File: src/rtl/vga_controller.sv
// VGA timing generator: pixel/line counters, sync generation, and a
// PIX_LATENCY-deep alignment pipeline so sync, blank and colour reach the pins together.
module vga_controller #(
  parameter int unsigned H_ACTIVE    = 640,
  parameter int unsigned H_FP        = 16,
  parameter int unsigned H_SYNC      = 96,
  parameter int unsigned H_BP        = 48,
  parameter int unsigned V_ACTIVE    = 480,
  parameter int unsigned V_FP        = 10,
  parameter int unsigned V_SYNC      = 2,
  parameter int unsigned V_BP        = 33,
  parameter int unsigned PIX_LATENCY = 1
) (
  input  logic        clk,
  input  logic        reset,
  input  logic        pix_en,
  input  logic [23:0] rgb_in,
  output logic [9:0]  x,
  output logic [9:0]  y,
  output logic        active,
  output logic        frame_start,
  output logic        vga_hs_n,
  output logic        vga_vs_n,
  output logic        vga_blank_n,
  output logic [7:0]  vga_r,
  output logic [7:0]  vga_g,
  output logic [7:0]  vga_b
);

  localparam int unsigned CNT_W   = 10;
  localparam int unsigned LAT     = PIX_LATENCY;
  localparam int unsigned H_TOTAL = H_ACTIVE + H_FP + H_SYNC + H_BP;
  localparam int unsigned V_TOTAL = V_ACTIVE + V_FP + V_SYNC + V_BP;

  localparam logic [CNT_W-1:0] H_LAST     = CNT_W'(H_TOTAL - 1);
  localparam logic [CNT_W-1:0] V_LAST     = CNT_W'(V_TOTAL - 1);
  localparam logic [CNT_W-1:0] H_VIS_END  = CNT_W'(H_ACTIVE);
  localparam logic [CNT_W-1:0] V_VIS_END  = CNT_W'(V_ACTIVE);
  localparam logic [CNT_W-1:0] H_SYNC_BEG = CNT_W'(H_ACTIVE + H_FP);
  localparam logic [CNT_W-1:0] H_SYNC_END = CNT_W'(H_ACTIVE + H_FP + H_SYNC);
  localparam logic [CNT_W-1:0] V_SYNC_BEG = CNT_W'(V_ACTIVE + V_FP);
  localparam logic [CNT_W-1:0] V_SYNC_END = CNT_W'(V_ACTIVE + V_FP + V_SYNC);

  logic [CNT_W-1:0] h_cnt;
  logic [CNT_W-1:0] v_cnt;
  logic             raw_hs_n;
  logic             raw_vs_n;
  logic             raw_act;
  logic [LAT-1:0]   hs_pipe;
  logic [LAT-1:0]   vs_pipe;
  logic [LAT-1:0]   act_pipe;

  // Raster counters; vertical advances only on the horizontal wrap.
  always_ff @(posedge clk or negedge reset) begin
    if (!reset) begin
      h_cnt <= '0;
      v_cnt <= '0;
    end else if (pix_en) begin
      if (h_cnt == H_LAST) begin
        h_cnt <= '0;
        v_cnt <= (v_cnt == V_LAST) ? '0 : v_cnt + CNT_W'(1);
      end else begin
        h_cnt <= h_cnt + CNT_W'(1);
      end
    end
  end

  always_comb begin
    raw_act  = (h_cnt < H_VIS_END) && (v_cnt < V_VIS_END);
    raw_hs_n = !((h_cnt >= H_SYNC_BEG) && (h_cnt < H_SYNC_END));
    raw_vs_n = !((v_cnt >= V_SYNC_BEG) && (v_cnt < V_SYNC_END));
  end

  assign x           = h_cnt;
  assign y           = v_cnt;
  // Gated by reset so the counters' (0,0) reset value never reads as visible.
  assign active      = reset && raw_act;
  assign frame_start = reset && pix_en && (h_cnt == '0) && (v_cnt == '0);

  // Delay line matching the drawer's colour latency; bit 0 is the newest coordinate.
  always_ff @(posedge clk or negedge reset) begin
    if (!reset) begin
      hs_pipe  <= '1;
      vs_pipe  <= '1;
      act_pipe <= '0;
    end else if (pix_en) begin
      hs_pipe  <= LAT'({hs_pipe, raw_hs_n});
      vs_pipe  <= LAT'({vs_pipe, raw_vs_n});
      act_pipe <= LAT'({act_pipe, raw_act});
    end
  end

  // Pin register: colour is sampled in the same tick its delayed timing emerges.
  always_ff @(posedge clk or negedge reset) begin
    if (!reset) begin
      vga_hs_n    <= 1'b1;
      vga_vs_n    <= 1'b1;
      vga_blank_n <= 1'b0;
      vga_r       <= '0;
      vga_g       <= '0;
      vga_b       <= '0;
    end else if (pix_en) begin
      vga_hs_n    <= hs_pipe[LAT-1];
      vga_vs_n    <= vs_pipe[LAT-1];
      vga_blank_n <= act_pipe[LAT-1];
      if (act_pipe[LAT-1]) begin
        vga_r <= rgb_in[23:16];
        vga_g <= rgb_in[15:8];
        vga_b <= rgb_in[7:0];
      end else begin
        vga_r <= '0;
        vga_g <= '0;
        vga_b <= '0;
      end
    end
  end

endmodule
File: config.mk
export PLATFORM = sky130hd
export DESIGN_NAME = vga_controller
export DESIGN_NICKNAME = d
export VERILOG_FILES = /design/src/rtl/vga_controller.sv
export SDC_FILE = /design/constraint.sdc
export NUM_CORES = 1
export LEC_CHECK = 0
export ABC_CLOCK_PERIOD_IN_PS = 2000
export CAP_MARGIN = 10
export CELL_PAD_IN_SITES_DETAIL_PLACEMENT = 1
export CELL_PAD_IN_SITES_GLOBAL_PLACEMENT = 2
export CORE_MARGIN = 8
export CORE_UTILIZATION = 27
export CTS_CLUSTER_DIAMETER = 100
export DETAILED_ROUTE_END_ITERATION = 8
export PLACE_DENSITY = 0.78
export SLEW_MARGIN = 25
export SYNTH_ARGS = -nofsm -noshare
export SYNTH_HDL_FRONTEND = slang
export SYNTH_SLANG_ARGS = --single-unit
File: constraint.sdc
create_clock -name clk -period 2 [get_ports clk]
set_input_delay 0.2 -clock clk [delete_from_list [all_inputs] [get_ports clk]]
set_output_delay 0.2 -clock clk [all_outputs]
set_load 0.01 [all_outputs]
* Word level (Yosys, flattened, before mapping)
Index checks and enable logic that the tools add are counted.
Word-level totals: output and inout port bits 49, word-level logic and storage cells 38, register bits 50
Operators by class: multiplexer cells 5, add/subtract/negate cells 2, equality and inequality tests 2, reductions and logical operators 12, order comparisons 6
Operators by type and width (number):
- $mux W8 | 3
- $add A10 B1 Y10 const B | 2
- $eq A10 B10 Y1 const B | 2
- $logic_not A10 Y1 | 2
- $lt A10 B10 Y1 const B | 2
- $lt A10 B9 Y1 const B | 2
- $mux W10 | 2
- $ge A10 B10 Y1 const B | 1
- $ge A10 B9 Y1 const B | 1
- $logic_and A1 B1 Y1 | 7
- $logic_not A1 Y1 | 2
- $reduce_and A2 Y1 | 1

* Longest topological paths before layout
Gate-level depths: netlist of the first run.
word-level depth 3, depth in mapped cells 6, mapped depth without buffers 6

* Least setup slack after synthesis of the first run
OpenSTA, ideal clock, no wires.
path type register to output, from reg v_cnt[0] (netlist: y[0]), to out frame_start, required time 1800 ps, cell stages (with the launch flop) 6, path slack 318 ps, arrival time 1482 ps, buffers on the path 0, path through dfrtp_1 > inv_1 > ha_1 > nor4b_1 > nand4_1 > nor4_1
On the way: cells in the longest elaborated chain, start to end 2
RTL lines:
- start, declared | RTL line 45 | logic [CNT_W-1:0] v_cnt;
- start signal, assigned | RTL line 61 | v_cnt <= (v_cnt == V_LAST) ? '0 : v_cnt + CNT_W'(1);
- $logic_not A10 Y1 | RTL line 78 | assign frame_start = reset && pix_en && (h_cnt == '0) && (v_cnt == '0);
- $logic_and A1 B1 Y1 | RTL line 78
- end, declared | RTL line 21 | output logic frame_start,
Every way passes these cells.

* Worst setup path in the final report of the first run
from reg v_cnt[5] (netlist: y[5]), to out active
On the way: cells in the longest elaborated chain, start to end 3
RTL lines:
- $lt A10 B9 Y1 | RTL line 69 | raw_act = (h_cnt < H_VIS_END) && (v_cnt < V_VIS_END);
- $logic_and A1 B1 Y1 | RTL line 69
- $logic_and A1 B1 Y1 | RTL line 77 | assign active = reset && raw_act;
- end, declared | RTL line 20 | output logic active,
Every way passes these cells.

==> run metrics, run 1 <==
FFs w/ async S/R, synth=100%; critical path required time=around 1800 ps; H-tree depth=2; Final Hold Vio Count=0; Total GRT Usage=12.6%; GR Overflow Total=0; Post-Synth Simple-Gate Area=between 10% and 20%; core area=8550 sq um; vias in the first global route=2268; Crit Path Class=reg2out; worst r2r src=x[7]$_DFFE_PN0P_; post-detail-place hpwl=5500 um; Vias/cell=4.69; dpl cell area=3370 sq um; TritonCTS buffer count=5; Die Y=approximately 110 um; final clock skew=3.73 ps; RSZ-0062 raised after global routing=yes; Cell Area, Synth=2330 sq um; post-synthesis xor/xnor area fraction=roughly 3.4%; nets=about 370; WHS=roughly 180 ps; Mapped Cells=between 200 and 250; clock slew at reported path FFs=100 ps; share of layout cells above drive strength 1=17.9%; area grow syn2layout=51.6%; CP Data Arrival Time=around 1700 ps; CTS hold repair buffers=0; Top FF cell, synth=dfrtp_1; #FFs+latches synth=50; Seq/Total Area, Yosys=a little over half; Pleak=about 1.6 nW; Flop pwr share=44.2%; I/O pin total=76; initial antenna violation count=0; initial DRC count=66; critical path capture point type=primary output; combinational share of power=28.3%; die footprint=11900 sq um; VDD IR max=0.367 mV; fin worst setup slack=105 ps; Clk pwr share=27.6%; Post-synth EDFFs=0; Sink Count=50; ant diodes=0; Max Root-Sink Buffers=2; highest-delay cell along the critical path=dfrtp_1; CTS tree=built; largest family of logic cells by synthesized area=simple AND/OR/NAND/NOR gates; top-count cell post-synth=dfrtp_1; Internal Power=1.88 mW; Hold Path Class=in2async; first-pass detailed-route iteration total=4; Slew headroom=a little under three fifths; Compound-Gate Fraction of Synth Area=10.7%; post-placement cell count=440; most frequent cells after synthesis=dfrtp_1, inv_1, nand3_1, o21ai_0, nand2_1; Yosys top cell by area=dfrtp_1; largest net degree at the start of global routing=approximately 50; Pwr Total=~2.7 mW; post-synthesis cell type count=34; fillers=959; Synth Net Count=272; worst path cell trace=buf_4 > and3_1 > and2_4 > nor3_4 > and2_1 > clkdlybuf4s15_2; status=finished, final reports clean; sw frac=29.5%; number of synthesis warnings=0; DRC=0; power per cell area=~750 nW/um^2; CP startpoint=y[5]$_DFFE_PN0P_; post-route design area=3530 sq um; fmax=528 MHz; CP max FO=4; global-route wire length before repair=11800 um; Slew @ Worst Pin=667 ps; port bufs=75; final WL=7350 um; post-synth top area share=49.4%; area share of fa/ha/maj cells after synthesis=2.15%; Final Cycle Share=94.7%; critical path startpoint category=register; Final Max Tran Viols=0; Core Rows=34; Syn Area/Cell=approximately 9.7 sq um; final setup vio count=0; multiplexer area fraction after synthesis=2.36%; antenna violation net count after detailed routing=0; Die X-Extent=109 um; synth top area cells=dfrtp_1, nand3_1, o21ai_0; Post-Layout Cell Count=449; Final Critical Period=1890 ps; global placer's final weighted congestion=0.813; switching pwr=0.785 mW; clk root buf=clkbuf_8; CP peak stage delay=around 390 ps; Max-cap violations=0; Initial Utilization=between 20% and 30%; DP Worst Slack=-193 ps; Vias=2106; Worst-Skew Late Latency=300 ps; WL/cell=16.4 um
layout by cell type, fill, tap and decap left out, types with 3 or more instances in the layout:
cell	netlist	final
clkdlybuf4s50_1	0	71
inv_1	32	30
a21oi_1	4	4
nand4_1	6	6
clkbuf_8	0	5
nand3_1	32	32
buf_4	0	29
buf_2	2	3
nand2_1	11	11
nor2_1	10	10
o21ai_0	31	31
ha_1	4	4
dfrtp_1	46	46
nor4_1	5	4
xnor2_1	9	9
dfstp_2	4	4
a31oi_1	4	4
mux2_2	4	4
and3_1	5	5
flip-flops by register name (all words and copies together), names as in the netlist:
register	count
vga_hs_n	1
y	10
act_pipe	1
vga_b	8
hs_pipe	1
vga_vs_n	1
vga_r	8
vga_blank_n	1
vga_g	8
x	10
vs_pipe	1
through the flow:
| step | TNS [ps] | utilization, % |
|---|---|---|
| finish | 0 | 41.3 |
| global route | -16.6 | 41.3 |
| CTS | 0 | 40.9 |
| detailed placement | -235 | 39.4 |
| global placement | -120 | 39.4 |
| floorplan | 0 | - |
layout make-up:
type | count | area, sq um | share of cell area, %
multi-input combinational | 146 | 933 | 26.4
inverter | 32 | 120 | 3.40
clock inverter | 2 | 37.5 | 1.06
timing repair buffer | 105 | 975 | 27.6
clock buffer | 6 | 72.6 | 2.06
sequential | 50 | 1260 | 35.6
tap | 108 | 135 | 3.83
power groups by stage:
stage               sequential [mW]  combinational, mW  clock, mW
finish                         1.17              0.752      0.734
global route                   1.19              0.829      0.796
CTS                            1.17              0.761      0.768
detailed placement             1.19              0.756          0
global placement               1.18              0.742          0
floorplan                      1.26              0.253          0
per-layer routing:
layer  global-route usage [%]  share of wire [%]
met1                     15.1                 43
met2                     22.4                 53
met3                     1.95                3.2
met4                     4.69                1.3
met5                        0                  0
critical path: cells and delay by family (launching register included):
family | cells | cell delay, ps
buffers and inverters | 2 | 360
and+or+nand+nor | 4 | 630
DFF | 1 | 390
path summary, 6_finish.rpt:
kind	end	slack, ps	cells past startpoint
max in group asynchronous	x[3]$_DFFE_PN0P_	1390	3
worst max-delay path	active	110	6
worst min-delay path	y[3]$_DFFE_PN0P_	180	3
worst min register to register	hs_pipe$_DFFE_PN1P_	500	2
worst max register to register	x[0]$_DFFE_PN0P_	200	4
min in group clk	x[0]$_DFFE_PN0P_	210	3
what timing repair did:
action,in CTS,in global routing
resized for setup,11,7
endpoints found under the setup margin,2,2
pin swaps,2,0
setup buffers,1,0
cells by family (layout without fill, tap and decap cells):
family,after synthesis,after routing
mux,5,5
compound gates,45,45
fa+ha+maj,4,4
flops,50,50
buf+inv,45,145
simple gates,83,83
xor+xnor,9,9
Power figures use the tool's default switching activity.
==> run 2, diff against run 1 <==
- ABC_CLOCK_PERIOD_IN_PS: 2000 -> 1940
- SKIP_CTS_REPAIR_TIMING: unset -> 1
- clock period: 2 -> 1.94 ns (I/O delays scaled with it)
==> run 2 against run 1 <==
  * Register-to-register slack worse by 70 ps
  * Critical path depth unchanged
  * Non-clock buffer count up 2
  * Utilization up 0.22 points
  * Cell count up 0.45%
  * Sequential share of layout area down 0.19 points
==> run metrics, run 2 (synthesized netlist as in run 1, its figures left out) <==
Pleak=1.55 nW; Setup TNS Final=0 ps; worst r2r src=x[7]$_DFFE_PN0P_; VDD IR max=between 0.2 and 0.3 mV; Final Critical Period=1810 ps; worst path cell trace=buf_4 > or3_4 > nor4_4 > buf_12 > a21boi_0 > o21ai_0; initial DRC count=61; Die Y=109 um; port bufs=75; critical path startpoint category=register; global placer's final weighted congestion=~0.8; Final Hold Vio Count=0; Reg2Reg Setup Slack=between 100 and 150 ps; status=finished, final reports clean; area grow syn2layout=52.4%; most frequent cells in the layout=clkdlybuf4s50_1, dfrtp_1, nand3_1; Vias/cell=roughly 4.7; clock slew at reported path FFs=100 ps; r2r endpoint=y[3]$_DFFE_PN0P_; DRC=0; R2R cell count=6; GR Overflow Total=0; WP buf/inv=2; Worst-Skew Late Latency=~300 ps; DP Worst Slack=-195 ps; core area=around 8600 sq um; Vias=2101; I/O pin total=76; global-route wire length before repair=11900 um; RSZ-0062 raised after global routing=yes; largest net degree at the start of global routing=around 50; CP Data Arrival Time=approximately 2000 ps; power per cell area=about 740 nW/um^2; Total GRT Usage=about 13%; Final Max Tran Viols=0; Final Cycle Share=approximately 94%; initial antenna violation count=0; CP peak stage delay=430 ps; WL/cell=between 15 and 20 um; antenna violation net count after detailed routing=0; highest-delay cell along the critical path=dfrtp_1; Slew @ Worst Pin=651 ps; die footprint=between 10000 and 15000 sq um; Max-cap violations=0; ant diodes=0; CP max FO=18; critical path required time=roughly 2100 ps; commonest non-fill, non-tap cell in the layout=clkdlybuf4s50_1; share of layout cells above drive strength 1=between 10% and 20%; Slew headroom=56.6%; final WL=7250 um; clk root buf=clkbuf_8; dpl cell area=3390 sq um; final setup vio count=0; fin worst setup slack=126 ps; Core Rows=34; CTS tree=built; post-route design area=3550 sq um; Crit Path Class=reg2reg; Initial Utilization=27.2%; post-layout util=41.5%; vias in the first global route=~2.3k; first-pass detailed-route iteration total=4; Hold Path Class=in2async; Die X-Extent=about 110 um; TritonCTS buffer count=5; critical path capture point type=register; Max Root-Sink Buffers=2; H-tree depth=2; Crit path max-delay family=simple AND/OR/NAND/NOR gates; fmax=about 550 MHz; final clock skew=6.59 ps; Sink Count=50; fillers=985; Pwr Total=2.64 mW; post-detail-place hpwl=5360 um; nets=373
run 2: changes by cell type in the layout (fill, tap and decap cells not counted), sizes merged:
cell,delta
clkdlybuf4s15,-1
clkbuf,+1
clkinv,+1
bufinv,-1
buf,+2
run 2: where the power goes:
part           switching (mW)  internal, mW
Combinational           0.375         0.405
Sequential             0.0650          1.14
Clock                   0.361         0.288
Total                   0.801          1.84
run 2: worst max-delay path by stage:
stage                     start          endpoint  slack [ps]  depth (start not counted)
4_1_cts        y[0]$_DFFE_PN0P_       frame_start        -540                          7
2_1_floorplan  y[0]$_DFFE_PN0P_       frame_start         260                          5
3_3_place_gp   y[1]$_DFFE_PN0P_       frame_start        -170                          7
5_1_grt        y[1]$_DFFE_PN0P_       frame_start         -30                          7
3_5_place_dp   y[0]$_DFFE_PN0P_       frame_start        -190                          7
6_report       x[7]$_DFFE_PN0P_  y[3]$_DFFE_PN0P_         130                          6
run 2: layout make-up:
class,count,area (sq um),share of cell area (%)
inverter,32,120,3.39
tap,108,135,3.81
sequential,50,1260,35.4
timing repair buffer,107,996,28.1
clock buffer,6,82.6,2.33
clock inverter,2,12.5,0.353
multi-input combinational,146,946,26.7
run 2: worst register-to-register path, delay by kind of cell (launching register included):
family	cells	cell delay (ps)
buffers and inverters	2	370
AOI/OAI and AO/OA	2	290
DFF	1	430
and+or+nand+nor	2	610
run 2: metal layers:
layer,wire length (um),track usage (%)
met5,0,0
met4,97,4.40
met3,253,2.96
met2,3670,21.6
met1,3220,15.3
run 2: through the flow:
step,hold WS (ps),cells
2_1_floorplan,-102,241
3_3_place_gp,483,441
3_5_place_dp,494,441
4_1_cts,179,449
5_1_grt,204,451
6_report,174,451
==> run 3, diff against run 2 <==
- GPL_TIMING_DRIVEN: unset -> 0
==> run 3 against run 2 <==
  * Flip-flop and latch count did not move
  * The run now ends with negative setup slack left
  * Routed wire length down 0.19%
  * Combinational power shrank 14%
  * Power rose by 1.1%
  * Clock power up 15%
  * Fmax decreased by 9.5%
  * Non-clock buffer count is 12 lower
  * Worst setup slack worse by 190 ps
  * Die area is the same
  * Register-to-register slack got worse by 30 ps
  * Worst hold slack better by 100 ps
  * Cell area fell by 2.8%
==> run metrics, run 3 (synthesized netlist as in run 1, its figures left out) <==
status=finished with violations; failing checks=negative setup slack; Post-Layout Cell Count=439; fmax=between 400 and 500 MHz; global-route wire length before repair=11400 um; nets=361; Vias=2051; Crit Path Class=reg2out; core area=8550 sq um; Internal Power=1.89 mW; H-tree depth=2; ant diodes=0; worst path cell trace=buf_2 > or4_1 > nor4_2 > buf_2; Sink Count=50; most frequent cells in the layout=clkdlybuf4s50_1, dfrtp_1, inv_1, nand3_1, o21ai_0; WL/cell=16.5 um; VDD IR max=0.255 mV; RSZ-0062 raised after global routing=yes; antenna violation net count after detailed routing=0; commonest non-fill, non-tap cell in the layout=clkdlybuf4s50_1; dpl cell area=roughly 3200 sq um; Slew @ Worst Pin=544 ps; clock slew at reported path FFs=100 ps; highest-delay cell along the critical path=or4_1; port bufs=74; initial antenna violation count=0; Hold Path Class=in2reg; Initial Utilization=27.2%; power per cell area=773 nW/um^2; die footprint=11900 sq um; area grow syn2layout=48.1%; Final Hold Vio Count=0; critical path capture point type=primary output; Slew headroom=63.4%; Max-cap violations=0; sw frac=29.2%; final setup vio count=1; Final Cycle Share=103%; clk root buf=clkbuf_8; initial DRC count=77; largest net degree at the start of global routing=42; Flop pwr share=between 40% and 50%; CP dominant cell by count=buf_2; Core Rows=34; CP peak stage delay=540 ps; DRC=0; switching pwr=0.778 mW; CTS tree=built; critical path required time=approximately 1800 ps; Max Root-Sink Buffers=2; Pwr Total=2.66 mW; WP buf/inv=2; post-route design area=3450 sq um; Vias/cell=4.67; TritonCTS buffer count=5; Pleak=between 1 and 1.5 nW; CP Data Arrival Time=1810 ps; fin worst setup slack=-65.3 ps; final WL=7230 um; Die X-Extent=109 um; Worst-Skew Late Latency=300 ps; I/O pin total=76; CP max FO=9; Crit path max-delay family=simple AND/OR/NAND/NOR gates; global placer's final weighted congestion=0.733; GR Overflow Total=0; post-placement cell count=approximately 420; Final Critical Period=~2000 ps; critical path startpoint category=register; share of layout cells above drive strength 1=11.2%; post-detail-place hpwl=5160 um; Die Y=109 um; DP Worst Slack=-445 ps; Final Max Tran Viols=0; Clk pwr share=28.0%; final clock skew=8.49 ps; post-layout util=40.3%; first-pass detailed-route iteration total=4; combinational share of power=25.1%; vias in the first global route=2147; Total GRT Usage=11.9%
==> run 3: changes by cell type in the layout (fill, tap and decap cells not counted), sizes merged <==
cell and change:
clkbuf +7, dlymetal6s2s +1, dlygate4sd3 +2, clkinv -1
bufinv +1, buf -22
==> run 3: path summary, 6_finish.rpt <==
| kind | from | endpoint | slack, ps | depth (start not counted) |
|---|---|---|---|---|
| setup / recovery | x[5]$_DFFE_PN0P_ | frame_start | -70 | 4 |
| hold / removal | pix_en | vga_blank_n$_DFFE_PN0P_ | 270 | 2 |
| hold reg to reg | hs_pipe$_DFFE_PN1P_ | hs_pipe$_DFFE_PN1P_ | 490 | 2 |
| min in group asynchronous | reset | vga_g[1]$_DFFE_PN0P_ | 420 | 2 |
| max in group asynchronous | reset | vga_b[1]$_DFFE_PN0P_ | 960 | 4 |
| setup reg to reg | x[7]$_DFFE_PN0P_ | y[8]$_DFFE_PN0P_ | 100 | 5 |
==> run 3: metal layers <==
layer	routed length (um)	part of all wire (%)	global-route usage, %
met2	3670	51	19.7
met1	3300	46	15.5
met5	0	0	0
met4	75	1.0	3.81
met3	187	2.6	1.89
==> run 3: layout make-up <==
type / instances / area [sq um]
buffer: 13 / 66.3
sequential: 50 / 1260
fill: 992 / 5100
tap: 108 / 135
clock inverter: 2 / 37.5
timing repair buffer: 82 / 841
multi-input combinational: 146 / 918
inverter: 32 / 120
clock buffer: 6 / 72.6
==> run 3: through the flow <==
step,hold WS (ps),setup TNS [ps]
after floorplan,-102,0
after global routing,287,-284
after global placement,477,-55000
after CTS,-286,-1250
after detailed placement,54.9,-529
final,274,-65.3
==> run 3: power groups by stage <==
stage               logic, mW  clock network [mW]  registers [mW]
floorplan               0.261                   0            1.30
global placement        0.650                   0            1.27
detailed placement      0.669                   0            1.27
CTS                     0.671               0.783            1.25
global route            0.742               0.812            1.27
finish                  0.669               0.746            1.25
